File: config.mk
export PLATFORM = sky130hd
export DESIGN_NAME = gate_sweep_ctrl
export DESIGN_NICKNAME = d
export VERILOG_FILES = /design/src/rtl/gate_sweep_pkg.sv /design/src/rtl/gate_ref_model.sv /design/src/rtl/gate_sweep_ctrl.sv
export SDC_FILE = /design/constraint.sdc
export NUM_CORES = 1
export LEC_CHECK = 0
export CORE_AREA = 2 2 51 76
export DETAILED_ROUTE_END_ITERATION = 12
export DIE_AREA = 0 0 53 78
export DONT_BUFFER_PORTS = 1
export SLEW_MARGIN = 20
export SYNTH_ARGS = -nofsm -noshare
export SYNTH_HDL_FRONTEND = slang
export SYNTH_SLANG_ARGS = --single-unit
File: constraint.sdc
create_clock -name clk -period 2.22 [get_ports clk]
set_clock_uncertainty 0.1 [all_clocks]
set_input_delay 0.555 -clock clk [delete_from_list [all_inputs] [get_ports clk]]
set_output_delay 0.555 -clock clk [all_outputs]
set_load 0.05 [all_outputs]
File: src/rtl/gate_sweep_pkg.sv
// Shared types and constants for the gate sweep sequencer and its reference model.
package gate_sweep_pkg;

  typedef enum logic [1:0] {
    S_IDLE  = 2'd0,
    S_WAIT  = 2'd1,
    S_CHECK = 2'd2,
    S_DONE  = 2'd3
  } state_t;

  localparam int MODE_AND  = 0;
  localparam int MODE_OR   = 1;
  localparam int MODE_XOR  = 2;
  localparam int MODE_NAND = 3;
  localparam int MODE_NOR  = 4;

  // Settle counter width; holds SETTLE_CYC-1 for SETTLE_CYC in 1..15.
  localparam int SETTLE_W = 4;

endpackage

File: src/rtl/gate_ref_model.sv
// Combinational golden function of an N_IN-input gate; unknown MODE values fall back to AND.
module gate_ref_model
  import gate_sweep_pkg::*;
#(
  parameter int N_IN = 4,
  parameter int MODE = MODE_AND
) (
  input  logic [N_IN-1:0] vec,
  output logic            exp
);

  always_comb begin
    exp = &vec;
    case (MODE)
      MODE_OR:   exp = |vec;
      MODE_XOR:  exp = ^vec;
      MODE_NAND: exp = ~&vec;
      MODE_NOR:  exp = ~|vec;
      default:   exp = &vec;
    endcase
  end

endmodule

File: src/rtl/gate_sweep_ctrl.sv
// Exhaustive ascending-order sweep of a gate-under-test with settle delay, reference compare,
// error count and first-failure capture.
module gate_sweep_ctrl
  import gate_sweep_pkg::*;
#(
  parameter int N_IN       = 4,
  parameter int SETTLE_CYC = 1,
  parameter int MODE       = MODE_AND
) (
  input  logic            clk,
  input  logic            rst_n,
  input  logic            start,
  input  logic            abort,
  output logic [N_IN-1:0] vec_o,
  input  logic            y_i,
  output logic            busy,
  output logic            done,
  output logic            pass,
  output logic [N_IN:0]   err_cnt,
  output logic [N_IN-1:0] fail_vec,
  output logic            fail_valid
);

  localparam logic [SETTLE_W-1:0] CNT_RELOAD = SETTLE_W'(SETTLE_CYC - 1);

  state_t              r_state,      w_state_nxt;
  logic [N_IN-1:0]     r_vec,        w_vec_nxt;
  logic [SETTLE_W-1:0] r_cnt,        w_cnt_nxt;
  logic [N_IN:0]       r_err,        w_err_nxt;
  logic [N_IN-1:0]     r_fail_vec,   w_fail_vec_nxt;
  logic                r_fail_valid, w_fail_valid_nxt;
  logic                w_exp;
  logic                w_miss;

  gate_ref_model #(
    .N_IN (N_IN),
    .MODE (MODE)
  ) u_ref (
    .vec (r_vec),
    .exp (w_exp)
  );

  // Written so that an unknown y_i lands on the mismatch side.
  always_comb begin
    w_miss = 1'b1;
    if (y_i == w_exp) w_miss = 1'b0;
  end

  always_comb begin
    w_state_nxt      = r_state;
    w_vec_nxt        = r_vec;
    w_cnt_nxt        = r_cnt;
    w_err_nxt        = r_err;
    w_fail_vec_nxt   = r_fail_vec;
    w_fail_valid_nxt = r_fail_valid;
    if (abort) begin
      w_state_nxt      = S_IDLE;
      w_vec_nxt        = '0;
      w_cnt_nxt        = '0;
      w_err_nxt        = '0;
      w_fail_vec_nxt   = '0;
      w_fail_valid_nxt = 1'b0;
    end else begin
      case (r_state)
        S_IDLE, S_DONE: begin
          if (start) begin
            w_state_nxt      = S_WAIT;
            w_vec_nxt        = '0;
            w_cnt_nxt        = CNT_RELOAD;
            w_err_nxt        = '0;
            w_fail_vec_nxt   = '0;
            w_fail_valid_nxt = 1'b0;
          end
        end
        S_WAIT: begin
          if (r_cnt == '0) w_state_nxt = S_CHECK;
          else             w_cnt_nxt   = r_cnt - 1'b1;
        end
        S_CHECK: begin
          if (w_miss) begin
            w_err_nxt = r_err + 1'b1;
            if (!r_fail_valid) begin
              w_fail_vec_nxt   = r_vec;
              w_fail_valid_nxt = 1'b1;
            end
          end
          if (&r_vec) begin
            w_state_nxt = S_DONE;
          end else begin
            w_vec_nxt   = r_vec + N_IN'(1);
            w_cnt_nxt   = CNT_RELOAD;
            w_state_nxt = S_WAIT;
          end
        end
        default: w_state_nxt = S_IDLE;
      endcase
    end
  end

  always_ff @(posedge clk) begin
    if (!rst_n) begin
      r_state      <= S_IDLE;
      r_vec        <= '0;
      r_cnt        <= '0;
      r_err        <= '0;
      r_fail_vec   <= '0;
      r_fail_valid <= 1'b0;
    end else begin
      r_state      <= w_state_nxt;
      r_vec        <= w_vec_nxt;
      r_cnt        <= w_cnt_nxt;
      r_err        <= w_err_nxt;
      r_fail_vec   <= w_fail_vec_nxt;
      r_fail_valid <= w_fail_valid_nxt;
    end
  end

  // Status is a pure decode of registered state, so no input reaches an output combinationally.
  assign vec_o      = r_vec;
  assign busy       = (r_state == S_WAIT) || (r_state == S_CHECK);
  assign done       = (r_state == S_DONE);
  assign pass       = done && (r_err == '0);
  assign err_cnt    = r_err;
  assign fail_vec   = r_fail_vec;
  assign fail_valid = r_fail_valid;

endmodule

== After elaboration in Yosys (flattened, before gate mapping) ==
Index checks and enable logic that the tools add are counted.

* Bits in registers: 20
* Latch bits: 0
* RAM bits: 0
* Bits in read-only memories: 0
* Input port bits: 5
* Output and inout bits: 17
* Word-level logic and storage cells: 53
* Memories kept: 0

* Add/subtract/negate cells: 3
* Multiply operators: 0
* Divide/modulo/power cells: 0
* $lt $le $gt $ge: 0
* Equal/unequal tests: 10
* Shift operators: 0
* Multiplexer cells: 19
* Bitwise operators: 1
* Reduce and logical (&&, ||, !) cells: 14

{| class="wikitable"
|+ Operators by type and width
! cell !! number
|-
| two-way mux 4 bit || 6
|-
| case mux 4 bit (2 select lines) || 2
|-
| != test 2 bit (second input constant) || 6
|-
| case mux 4 bit (3 select lines) || 1
|-
| two-way mux 5 bit || 2
|-
| case mux 5 bit (2 select lines) || 1
|-
| AND reduction 3 bit || 3
|-
| AND reduction 4 bit || 2
|-
| two-way mux 2 bit || 3
|-
| case mux 2 bit (3 select lines) || 1
|-
| adder 5 x 1 -> 5 bit (second input constant) || 1
|-
| zero test 5 bit || 1
|-
| adder 4 x 1 -> 4 bit (second input constant) || 1
|-
| == test 2 bit (second input constant) || 2
|-
| zero test 4 bit || 1
|-
| OR reduction 2 bit || 2
|-
| subtractor 4 x 1 -> 4 bit (second input constant) || 1
|-
| == test 2 x 1 -> 1 bit (second input constant) || 1
|-
| zero test 2 bit || 1
|-
| two-way mux 1 bit || 2
|-
| case mux 1 bit (2 select lines) || 1
|-
| AND reduction 2 bit || 1
|-
| nonzero test 2 bit || 1
|-
| == test 1 bit || 1
|-
| other kinds (3) || 3
|}

== Depth between registers and ports, before layout ==
Gate-level depths: netlist (run 1).

* Depth after elaboration: 4
* Depth in mapped cells: 7
* Depth with buffers taken out: 6

== By module ==
A second synthesis (run 1) with hierarchy kept.

* Cell total of the unflattened synthesis: 131
* Area total of the unflattened synthesis: 1184.9 um^2

{| class="wikitable"
|+ Modules (own cells, without submodules)
! module !! times used !! cells each !! area each (um^2) !! seq. area each (um^2)
|-
| gate_sweep_ctrl || 1 || 130 || 1176.1 || 400.4
|-
| gate_ref_model || 1 || 1 || 8.8 || 0.0
|}

== Worst setup path after synthesis (run 1) ==
No wires, ideal clock.

* Path type: register -> output
* From: reg r_state[0]
* To: out pass
* Arrival: 2.400 ns
* Required time: 1.565 ns
* Path slack: -0.835 ns
* Stages on the path, launching flop included: 4
* Buffers on the path: 0
* Cells stage by stage: dfxtp_1 ha_1 nand2_1 nor4_1

* Word-level cells in the longest chain between the ends: 2

{| class="wikitable"
|+ RTL lines
! element !! RTL line !! source
|-
| start: declaration || gate_sweep_ctrl.sv:26 || <nowiki>state_t r_state, w_state_nxt;</nowiki>
|-
| start signal: assignment || gate_sweep_ctrl.sv:109 || <nowiki>r_state <= w_state_nxt;</nowiki>
|-
| == test 2 bit || gate_sweep_ctrl.sv:121 || <nowiki>assign done = (r_state == S_DONE);</nowiki>
|-
| net done || gate_sweep_ctrl.sv:17 || <nowiki>output logic done,</nowiki>
|-
| logical AND 1 bit || gate_sweep_ctrl.sv:122 || <nowiki>assign pass = done && (r_err == '0);</nowiki>
|-
| end: declaration || gate_sweep_ctrl.sv:18 || <nowiki>output logic pass,</nowiki>
|}

The timed path passes the listed nets, and every way through them passes these cells.

== Final worst setup path (run 1) ==
* From: reg r_state[0]
* To: out busy

* Word-level cells in the longest chain between the ends: 2
* Elaborated cells on any way between the ends: 3
* Classes of those cells: 2 x eq/ne; 1 x reduce/logical

{| class="wikitable"
|+ RTL lines
! element !! RTL line !! source
|-
| == test 2 x 1 -> 1 bit or == test 2 bit (tied branches) || gate_sweep_ctrl.sv:120 || <nowiki>assign busy = (r_state == S_WAIT) || (r_state == S_CHECK);</nowiki>
|-
| logical OR 1 bit * || gate_sweep_ctrl.sv:120 ||
|-
| end: declaration || gate_sweep_ctrl.sv:16 || <nowiki>output logic busy,</nowiki>
|}

Every way passes the cells marked *; elsewhere a longest branch is shown, timed or not.

==> results of run 1 <==
[per-stage QoR]
| stage | power, mW | cell area [um2] | setup WS [ns] |
|---|---|---|---|
| final | 0.732 | 1430 | 0.0881 |
| after global routing | 0.748 | 1430 | 0.0276 |
| after CTS | 0.731 | 1430 | 0.0745 |
| after detailed placement | 0.446 | 1370 | 0.258 |
| after global placement | 0.443 | 1370 | 0.324 |
| after floorplan | 0.426 | 1210 | 0.00718 |
[layer usage]
metal	routed length [um]	part of all wire, %	track usage [%]
met5	0	0	0
met4	65	2.1	8.21
met1	1230	40	16.8
met3	176	5.7	3.85
met2	1600	52	29.1
[state kept, by name, summed over array words and instances (netlist names)]
name	cells
err_cnt	5
fail_valid	1
fail_vec	4
vec_o	4
r_state	2
r_cnt	4
[area by class of cell]
cell class / count / area (um2) / area share (%)
inverter: 9 / 33.8 / 2.37
clock buffer: 4 / 55.1 / 3.86
timing repair buffer: 16 / 133 / 9.30
tap: 42 / 52.6 / 3.68
sequential: 20 / 400 / 28.1
multi-input combinational: 111 / 752 / 52.7
[cell usage in the layout, fill, tap and decap left out, types with 2 or more instances in the layout]
master,n
nor2_1,9
or4_1,2
nor3_1,4
clkbuf_8,4
a2bb2oi_1,4
nand3_1,8
o31ai_1,2
ha_1,9
dfxtp_1,20
nor2b_1,3
nand2b_1,5
o211ai_1,5
a21oi_1,12
a31oi_1,4
inv_1,9
buf_4,15
o21ai_0,5
nand2_1,14
nand4_1,8
[where the power goes]
| group | switching (mW) | internal (mW) | total, mW |
|---|---|---|---|
| Sequential | 0.00147 | 0.360 | 0.361 |
| Combinational | 0.0524 | 0.0240 | 0.0764 |
| Clock | 0.135 | 0.159 | 0.294 |
[kinds of logic after synthesis]
| family | count (synthesis) | share of synthesized area, % |
|---|---|---|
| simple gates | 62 | 27.5 |
| xor+xnor | 1 | 2.29 |
| fa+ha+maj | 9 | 9.38 |
| buf+inv | 16 | 5.21 |
| mux | 2 | 1.77 |
| compound gates | 37 | 20.4 |
| flops | 20 | 33.4 |
[worst max-delay path by stage]
stage                           from    endpoint  cells past startpoint
after detailed placement  r_state[0]  err_cnt[3]                      6
after CTS                 r_state[0]        busy                      3
after global placement    r_state[0]  err_cnt[3]                      6
after floorplan           r_state[0]        pass                      3
after global routing      r_state[0]        busy                      3
final                     r_state[0]        busy                      3
[critical path, delay by kind of cell (launching register included)]
| kind | cells | cell delay [ns] |
|---|---|---|
| fa+ha+maj | 1 | 0.36 |
| buf+inv | 2 | 0.46 |
| flops | 1 | 0.39 |
==> metrics, run 1 <==
run status finished, final reports clean; biggest fanout along the worst timing path 6; number of I/O pins 22; routed via count divided by cell count ~5.6; antenna diode count 0; Max Root-Sink Buffers 2; post-synthesis net count 161; Fmax 469 MHz; DIE AREA 0.00413 mm2; DRT Wirelength 3070 um; first-pass GRT wire length 5110 um; floorplan core area 0.00342 mm2; global-route usage over all layers 16.3%; Chip Width 53 um; postcts setup bufs 0; tightest slew margin relative to the limit 55.7%; MaxCap Viol Count 0; Gates resized, CTS repair 0; worst-path cell chain inv_1 > ha_1 > inv_1; remaining design rule violation count 0; Critical Path RT 1.56 ns; sequential element share of the synthesized area about a third; flip-flop and latch count after synthesis 20; cell with the largest stage delay on the worst path dfxtp_1; H-tree levels 1; TritonCTS Buffers 3; number of iterations in the first detailed-routing pass 4; Worst path most repeated cell inv_1; total power density per cell area about 510 mW/mm2; Syn Area/Cell 8.16 um2; type of the most critical hold path register to register; number of inserted filler cells in the final layout 352; total number of vias 1135; Clock Sink Count 20; antenna violations before repair 0; most used standard cells in the synthesized netlist dfxtp_1 (20), nand2_1 (14), a21oi_1 (12); placed wire-length estimate after detailed placement 2270 um; last weighted congestion value of the routability-driven placer around 0.77; Main synth FF type dfxtp_1; destination of the worst hold path r_state[1]; Synth area leader dfxtp_1; type of origin of the critical path register; Final Max Tran Viols 0; element type at the critical path end output port; Leakage 0.513 nW; register clock-pin slew on the reported worst setup and hold paths ~0.080 ns; accumulated negative setup slack 0 ns; overflow left after global routing 0; clock tree from TritonCTS yes; floorplan row count 26; Hold Startpoint r_state[1]; number of flops mapped to enable cells by yosys 0; number of routed nets with antenna violations 0; number of standard cells after synthesis 147; maximum number of pins on one net before global-route repair 19; leading post-synthesis cells by cell area dfxtp_1 (33%), ha_1 (9.4%), a21oi_1 (5.0%); RSZ-0062 raised after global routing no; non-filler instance count after layout roughly 200; depth of the worst hold-timing path 2; vias in the first global route 1158; layout cell share with drive strength beyond 1 ~16%; Hold Slack 0.406 ns; layout net count 175; fraction of the core area covered by cells at the end of the flow 41.8%; count of hold buffers inserted by post-cts repair 0; Clock Root Buffer clkbuf_8; critical path type register to output port; top-area cell type share of the netlist area about a third; synthesized cell area between 0.001 and 0.0015 mm2; placed instance count ~200; Arr. time, crit path 1.48 ns; DR iter-0 viols 17; Unique masters post-synth 36; FF-to-FF path depth 6; proportion of register bits with asynchronous set or reset after synthesis 0%; fraction of the cycle the final worst path needs 96.0%; FF-to-FF End err_cnt[3]; launch instance of the worst register-to-register path r_state[0]; clock period minus worst slack 2.13 ns; insertion delay to the later sink of the worst-skew pair 0.27 ns; dominant cell by count in the synthesized netlist dfxtp_1; effective utilization at floorplan 35.1%; IO Port Bufs 0; maximum cell stage delay along the critical path about 0.39 ns; worst setup slack for register-to-register paths 0.24 ns; Syn. warnings 0; worst voltage drop across the vdd grid 416 uV; Worst Tran Pin Value between 0.6 and 0.7 ns; number of failing hold endpoints at the final stage 0; Setup Viol. Count Final 0; routed len/inst 15.2 um; Area growth syn-to-layout 18.9%; DIE HEIGHT 78 um
(Power assumes the default switching activity.)
==> run 2: changes to the inputs <==
HOLD_SLACK_MARGIN = 0.1   (was not set)
==> results of run 2 <==
No change in the layout: final DEF, timing and power equal those of run 1.
